==> config.mk <==
export PLATFORM = sky130hd
export DESIGN_NAME = rom_sdram_writer
export DESIGN_NICKNAME = d
export VERILOG_FILES = /design/src/rtl/loader_pkg.sv /design/src/rtl/word_fifo.sv /design/src/rtl/rom_sdram_writer.sv
export SDC_FILE = /design/constraint.sdc
export NUM_CORES = 1
export LEC_CHECK = 0
export ABC_AREA = 0
export BUFFER_PORTS_ARGS = -buffer_cell sky130_fd_sc_hd__buf_2
export CORE_MARGIN = 1
export CORE_UTILIZATION = 30
export CTS_CLUSTER_DIAMETER = 200
export DETAILED_ROUTE_END_ITERATION = 8
export HOLD_SLACK_MARGIN = 0.1
export PLACE_DENSITY = 0.59
export SYNTH_ARGS = -nofsm -noshare
export SYNTH_HDL_FRONTEND = slang
export SYNTH_SLANG_ARGS = --single-unit
==> constraint.sdc <==
create_clock -name wclk -period 2.65 [get_ports wclk]
set_input_delay 0.265 -clock wclk [delete_from_list [all_inputs] [get_ports wclk]]
set_output_delay 0.265 -clock wclk [all_outputs]
set_load 0.1 [all_outputs]
==> src/rtl/loader_pkg.sv <==
// Shared state encoding, byte-strobe constants and FIFO word layout for the
// ROM loader write path.
package loader_pkg;

   typedef enum logic [2:0] {
      StIdle,
      StLoad,
      StDrain,
      StClear,
      StRun
   } state_e;

   localparam logic [1:0] DS_LOW  = 2'b01;
   localparam logic [1:0] DS_BOTH = 2'b11;

   typedef struct packed {
      logic [22:0] addr;
      logic [15:0] data;
      logic [1:0]  ds;
   } mem_word_t;

   localparam int unsigned MEM_WORD_W = $bits(mem_word_t);

   function automatic mem_word_t make_word(input logic [22:0] addr,
                                           input logic [15:0] data,
                                           input logic [1:0]  ds);
      mem_word_t w;
      w.addr = addr;
      w.data = data;
      w.ds   = ds;
      return w;
   endfunction

endpackage

==> src/rtl/word_fifo.sv <==
// Small synchronous FIFO with synchronous active-low reset and a synchronous
// clear; push while full and pop while empty are ignored.
module word_fifo #(
   parameter int unsigned DEPTH = 4,
   parameter int unsigned WIDTH = 41
) (
   input  logic             clk_i,
   input  logic             rst_ni,
   input  logic             clr_i,
   input  logic             push_i,
   input  logic [WIDTH-1:0] wdata_i,
   input  logic             pop_i,
   output logic [WIDTH-1:0] rdata_o,
   output logic             full_o,
   output logic             empty_o
);

   localparam int unsigned AW = (DEPTH > 1) ? $clog2(DEPTH) : 1;

   logic [WIDTH-1:0] mem_q [DEPTH];
   logic [WIDTH-1:0] mem_d [DEPTH];
   logic [AW:0]      wptr_q, wptr_d;
   logic [AW:0]      rptr_q, rptr_d;

   // Pointers carry one extra wrap bit so full and empty are distinguishable.
   assign full_o  = (wptr_q[AW] != rptr_q[AW]) && (wptr_q[AW-1:0] == rptr_q[AW-1:0]);
   assign empty_o = (wptr_q == rptr_q);
   assign rdata_o = mem_q[rptr_q[AW-1:0]];

   always_comb begin
      mem_d  = mem_q;
      wptr_d = wptr_q;
      rptr_d = rptr_q;
      if (clr_i) begin
         wptr_d = '0;
         rptr_d = '0;
      end else begin
         if (push_i && !full_o) begin
            mem_d[wptr_q[AW-1:0]] = wdata_i;
            wptr_d                = wptr_q + 1'b1;
         end
         if (pop_i && !empty_o) begin
            rptr_d = rptr_q + 1'b1;
         end
      end
   end

   always_ff @(posedge clk_i) begin
      if (!rst_ni) begin
         wptr_q <= '0;
         rptr_q <= '0;
      end else begin
         wptr_q <= wptr_d;
         rptr_q <= rptr_d;
      end
   end

   always_ff @(posedge clk_i) begin
      mem_q <= mem_d;
   end

endmodule

==> src/rtl/rom_sdram_writer.sv <==
// Packs loader ROM bytes into 16-bit SDRAM writes, then zero-fills the save RAM
// and releases the SNES core from reset.
module rom_sdram_writer
   import loader_pkg::*;
#(
   parameter int unsigned FIFO_DEPTH = 4,
   parameter logic [22:0] BSRAM_BASE = 23'h380000
) (
   input  logic        wclk,
   input  logic        resetn,
   input  logic        loading,
   input  logic [7:0]  din,
   input  logic        din_valid,
   input  logic [23:0] ram_mask,
   output logic        mem_req,
   output logic [22:0] mem_addr,
   output logic [15:0] mem_din,
   output logic [1:0]  mem_ds,
   input  logic        mem_ack,
   output logic        snes_reset,
   output logic        overflow,
   output logic [22:0] word_count
);

   state_e      state_q, state_d;
   logic        loading_q;
   logic        have_low_q, have_low_d;
   logic [7:0]  low_q, low_d;
   logic        push_q, push_d;
   logic [15:0] push_data_q, push_data_d;
   logic [1:0]  push_ds_q, push_ds_d;
   logic [22:0] word_count_q, word_count_d;
   logic        overflow_q, overflow_d;
   logic        req_q, req_d;
   logic [22:0] addr_q, addr_d;
   logic [15:0] din_q, din_d;
   logic [1:0]  ds_q, ds_d;
   logic        snes_reset_q, snes_reset_d;
   logic [23:0] mask_q, mask_d;
   logic [22:0] clr_cnt_q, clr_cnt_d;
   logic        abort_q, abort_d;

   logic        rise, fall, ack;
   logic        go_load, issue_fifo, issue_clr;
   logic        fifo_push, fifo_pop, fifo_clr, fifo_full, fifo_empty;
   mem_word_t   fifo_wdata, fifo_head;

   assign rise = loading && !loading_q;
   assign fall = !loading && loading_q;
   // Acks only count against an outstanding request.
   assign ack  = mem_ack && req_q;

   assign fifo_wdata = make_word(word_count_q, push_data_q, push_ds_q);

   word_fifo #(
      .DEPTH (FIFO_DEPTH),
      .WIDTH (MEM_WORD_W)
   ) u_word_fifo (
      .clk_i   (wclk),
      .rst_ni  (resetn),
      .clr_i   (fifo_clr),
      .push_i  (fifo_push),
      .wdata_i (fifo_wdata),
      .pop_i   (fifo_pop),
      .rdata_o (fifo_head),
      .full_o  (fifo_full),
      .empty_o (fifo_empty)
   );

   always_comb begin
      state_d      = state_q;
      have_low_d   = have_low_q;
      low_d        = low_q;
      push_d       = 1'b0;
      push_data_d  = push_data_q;
      push_ds_d    = push_ds_q;
      word_count_d = word_count_q;
      overflow_d   = overflow_q;
      req_d        = req_q;
      addr_d       = addr_q;
      din_d        = din_q;
      ds_d         = ds_q;
      snes_reset_d = snes_reset_q;
      mask_d       = mask_q;
      clr_cnt_d    = clr_cnt_q;
      abort_d      = abort_q;
      go_load      = 1'b0;
      issue_fifo   = 1'b0;
      issue_clr    = 1'b0;
      fifo_push    = 1'b0;
      fifo_pop     = 1'b0;
      fifo_clr     = 1'b0;

      // A completed word is dropped when the FIFO is full but still consumes an address.
      if (push_q) begin
         fifo_push    = !fifo_full;
         overflow_d   = overflow_q | fifo_full;
         word_count_d = word_count_q + 23'd1;
      end

      if (ack) begin
         req_d    = 1'b0;
         fifo_pop = (state_q != StClear);
      end

      unique case (state_q)
         StIdle, StRun: begin
            go_load = rise;
         end

         StLoad: begin
            if (din_valid) begin
               if (have_low_q) begin
                  push_d      = 1'b1;
                  push_data_d = {din, low_q};
                  push_ds_d   = DS_BOTH;
                  have_low_d  = 1'b0;
               end else if (fall) begin
                  push_d      = 1'b1;
                  push_data_d = {8'h00, din};
                  push_ds_d   = DS_LOW;
               end else begin
                  low_d      = din;
                  have_low_d = 1'b1;
               end
            end else if (fall && have_low_q) begin
               push_d      = 1'b1;
               push_data_d = {8'h00, low_q};
               push_ds_d   = DS_LOW;
               have_low_d  = 1'b0;
            end
            if (fall) begin
               state_d = StDrain;
               mask_d  = ram_mask;
            end
            issue_fifo = !req_q && !fifo_empty;
         end

         StDrain: begin
            if (rise || abort_q) begin
               go_load = !req_q || ack;
               abort_d = 1'b1;
            end else if (!req_q) begin
               if (!fifo_empty) begin
                  issue_fifo = 1'b1;
               end else if (!push_q) begin
                  if (mask_q == 24'd0) begin
                     state_d      = StRun;
                     snes_reset_d = 1'b0;
                  end else begin
                     state_d   = StClear;
                     clr_cnt_d = '0;
                  end
               end
            end
         end

         StClear: begin
            if (rise || abort_q) begin
               go_load = !req_q || ack;
               abort_d = 1'b1;
            end else if (ack) begin
               if (clr_cnt_q == mask_q[23:1]) begin
                  state_d      = StRun;
                  snes_reset_d = 1'b0;
               end else begin
                  clr_cnt_d = clr_cnt_q + 23'd1;
               end
            end else if (!req_q) begin
               issue_clr = 1'b1;
            end
         end

         default: begin
            state_d = StIdle;
         end
      endcase

      if (issue_fifo) begin
         req_d  = 1'b1;
         addr_d = fifo_head.addr;
         din_d  = fifo_head.data;
         ds_d   = fifo_head.ds;
      end

      if (issue_clr) begin
         req_d  = 1'b1;
         addr_d = BSRAM_BASE + clr_cnt_q;
         din_d  = 16'h0000;
         ds_d   = DS_BOTH;
      end

      // Entering LOAD discards everything left over from the previous load.
      if (go_load) begin
         state_d      = StLoad;
         word_count_d = '0;
         overflow_d   = 1'b0;
         have_low_d   = 1'b0;
         push_d       = 1'b0;
         abort_d      = 1'b0;
         snes_reset_d = 1'b1;
         req_d        = 1'b0;
         fifo_clr     = 1'b1;
         fifo_push    = 1'b0;
         fifo_pop     = 1'b0;
      end
   end

   always_ff @(posedge wclk) begin
      if (!resetn) begin
         state_q      <= StIdle;
         loading_q    <= 1'b0;
         have_low_q   <= 1'b0;
         low_q        <= '0;
         push_q       <= 1'b0;
         push_data_q  <= '0;
         push_ds_q    <= '0;
         word_count_q <= '0;
         overflow_q   <= 1'b0;
         req_q        <= 1'b0;
         addr_q       <= '0;
         din_q        <= '0;
         ds_q         <= '0;
         snes_reset_q <= 1'b1;
         mask_q       <= '0;
         clr_cnt_q    <= '0;
         abort_q      <= 1'b0;
      end else begin
         state_q      <= state_d;
         loading_q    <= loading;
         have_low_q   <= have_low_d;
         low_q        <= low_d;
         push_q       <= push_d;
         push_data_q  <= push_data_d;
         push_ds_q    <= push_ds_d;
         word_count_q <= word_count_d;
         overflow_q   <= overflow_d;
         req_q        <= req_d;
         addr_q       <= addr_d;
         din_q        <= din_d;
         ds_q         <= ds_d;
         snes_reset_q <= snes_reset_d;
         mask_q       <= mask_d;
         clr_cnt_q    <= clr_cnt_d;
         abort_q      <= abort_d;
      end
   end

   assign mem_req    = req_q;
   assign mem_addr   = addr_q;
   assign mem_din    = din_q;
   assign mem_ds     = ds_q;
   assign snes_reset = snes_reset_q;
   assign overflow   = overflow_q;
   assign word_count = word_count_q;

endmodule

==> metrics <==
DR pass1 iterations 5; P per Cell Area 680 nW/um^2; max-cap violations 0; Setup CP Type in2reg; Port-buffer cells 103; Synth Net Count 1069; ranking of synthesized cells by area edfxtp_1 (39%), dfxtp_1 (24%), mux4_2 (7.2%); Fin Setup TNS 0 ps; cell with the most instances after synthesis edfxtp_1; Synth cell types 63; XOR/XNOR Fraction of Synth Area 3.70%; Routed Antenna Nets 0; DRC 0; Avg Inst Size Synth 12.5 um^2; family with the most delay on the worst path buffers and inverters; largest area contributor in the synthesized netlist edfxtp_1; post_cts resized 0; compound-cell area share of the yosys netlist 8.45%; CTS buffer count 34; WL/cell 17.8 um; final cell count without fillers 1731; Layout area overhead 21.7%; Critical Path RT 2830 ps; global route overflow 0; Post-synth ARST share 0%; FF+latch count, synth 317; pins over their slew limit 0; Final Cycle Share 89.9%; mux contribution to synthesized area 9.88%; vias in the first global route 8289; CP Buf/Inv Count 3; Initial Util 30.5%; DP Area 14000 um^2; Leak Pwr 5.48 nW; final net count 1212; CP max stage cell a311oi_1; EDFF count, synth 164; HPWL Detailed 20800 um; peak supply drop 0.000427 V; reg-to-reg startpoint state_q[0]; synthesized instance count 1023; Worst-Skew Late Latency 530 ps; final setup fails 0; share of cells above drive strength 1 21.2%; root buffer selected by CTS clkbuf_16; slew margin rel. 46.5%; outcome complete, no violations; routed vias/inst 4.85; clk buf depth 3; row cnt 75; Finished Cell Area 15600 um^2; DR vias 8394; initial antenna violation count 2; Reg clk slew, reported paths 60 ps; R2R Path End clr_cnt_q[16]; worst-margin pin slew 799 ps; H-tree depth 2; CTS tree done; reg2reg setup slack 310 ps; WHS Endpoint mem_req; Worst Setup End Kind flop; YS warnings 0; Critical Path Stages 7; minimum clock period after layout 2380 ps; area occupied by multi-input gates 4490 um^2; post-synth top area share 38.5%; DIE HEIGHT 208 um; cells along the critical path dlygate4sd3_1, buf_2, nand2b_1, nand2_1, a311oi_1, and2_2, buf_4; sequential area share after synthesis 62.5%; Hold Startpoint mem_ack; synthesized cell area 12800 um^2; Critical Path Start loading; Fillers 4019; Final GP Congestion 0.819; main combinational cell family by area after synthesis simple AND/OR/NAND/NOR gates; Hold Path Class in2reg; final wirelength 30800 um; Worst Hold Margin 109 ps; most frequent cells after synthesis edfxtp_1 (164), dfxtp_1 (153), nand2_1 (104); Clock Skew 19.5 ps; largest net degree at the start of global routing 48; Die X 208 um; worst-path maximum fanout 23; post-synthesis adder-cell area fraction 0.959%; final-report hold violation count 0; Hold Crit Depth 3; Reg2Reg Depth 7; Arr. time, crit path 2560 ps; FMAX 420 MHz; largest stage delay on the critical path 660 ps; # clock sinks 317; Startpoint Class input pin; Post-Place Cells 1636; Total Routing Usage GR 14.2%; Placeable Area 41900 um^2; area of the die 43400 um^2; global-route wire length before repair 48100 um; Starting DRT DRC Count 576; simple-gate share of the synthesized area 12.0%; top_reg_cell synth edfxtp_1; flip-flop and latch area 7990 um^2; RSZ-0062 raised after global routing no; I/O pins 104
[logic make-up after synthesis]
kind of cell / after synthesis
adder cells (fa/ha/maj): 10
AND/OR/NAND/NOR: 323
buffers and inverters: 76
XOR/XNOR: 54
multiplexers: 75
AO/OA/AOI/OAI: 168
flip-flops: 317
[through the flow]
| step | setup slack [ps] | util [%] | power (mW) |
|---|---|---|---|
| floorplan | 152 | - | 5.49 |
| global placement | 349 | 33.4 | 5.61 |
| detailed placement | 308 | 33.4 | 5.62 |
| CTS | 231 | 37.1 | 10.7 |
| global route | 89.6 | 37.1 | 10.9 |
| finish | 268 | 37.1 | 10.6 |
[final cells by class]
type                       count  area share [%]
tap                          539            4.34
multi-input combinational    630            28.9
timing repair buffer         170            7.32
clock inverter                19            1.76
clock buffer                  42            5.98
inverter                      13           0.314
sequential                   317            51.4
antenna                        1          0.0161
[report_power, final]
part	internal (mW)	switching (mW)
combinational	0.151	0.226
clock	3.03	1.99
sequential	5.14	0.0296
total	8.33	2.25
[worst max-delay path by stage]
| stage | to | slack, ps |
|---|---|---|
| 6_report | u_word_fifo.mem_q[76] | 270 |
| 3_3_place_gp | u_word_fifo.mem_q[147] | 350 |
| 3_5_place_dp | u_word_fifo.mem_q[64] | 310 |
| 2_1_floorplan | word_count[19] | 150 |
| 4_1_cts | u_word_fifo.mem_q[119] | 230 |
| 5_1_grt | u_word_fifo.mem_q[158] | 90 |
[what timing repair did]
action,4_1_cts,5_1_grt
setup buffers,0,0
endpoints found under the hold margin,41,0
hold buffers,33,0
[per-layer routing]
layer  routed length, um  global-route usage, %  share of wire (%)
met3                1140                   1.92                3.7
met5                   0                      0                  0
met2               14400                   23.0                 47
met1               14600                   19.6                 47
met4                 685                   4.67                2.2
[tightest hold or removal path, stage by stage]
cell      delay [ps]
buf_2            100
nand2b_1         140
a21oi_1           70
[registers in the layout (all words and copies together), names as in the netlist]
name and cells:
have_low_q 1, mem_din 16, abort_q 1, snes_reset 1
state_q 3, loading_q 1, u_word_fifo.wptr_q 3, push_data_q 16
mem_req 1, mem_addr 23, low_q 8, overflow 1
u_word_fifo.rptr_q 3, push_ds_q 2, word_count 23, mask_q 24
u_word_fifo.mem_q 164, push_q 1, clr_cnt_q 23, mem_ds 2
[cells in the final DEF, fill, tap and decap left out, types with 4 or more instances in the layout]
| cell | count |
|---|---|
| nor2_1 | 95 |
| or4_1 | 7 |
| o21ai_1 | 9 |
| bufinv_16 | 5 |
| a211oi_1 | 16 |
| and2_1 | 9 |
| clkbuf_8 | 5 |
| nor4_1 | 5 |
| mux4_2 | 41 |
| buf_4 | 31 |
| nand2b_1 | 6 |
| nor2b_1 | 10 |
| buf_2 | 103 |
| o31ai_1 | 7 |
| nand2_1 | 104 |
| inv_1 | 11 |
| xnor2_1 | 36 |
| xor2_1 | 18 |
| a21oi_1 | 63 |
| a22oi_1 | 29 |
| and3_1 | 11 |
| dfxtp_1 | 150 |
| and2_2 | 4 |
| clkbuf_16 | 34 |
| ha_1 | 9 |
| nand3_1 | 18 |
| edfxtp_1 | 164 |
| nand4_1 | 15 |
| o21ai_0 | 9 |
| and4_1 | 5 |
| o211ai_1 | 8 |
| dlygate4sd3_1 | 33 |
| nor3_1 | 11 |
| mux2i_1 | 34 |
| or3_1 | 7 |
Note: power is estimated with default switching activity, not from simulation.
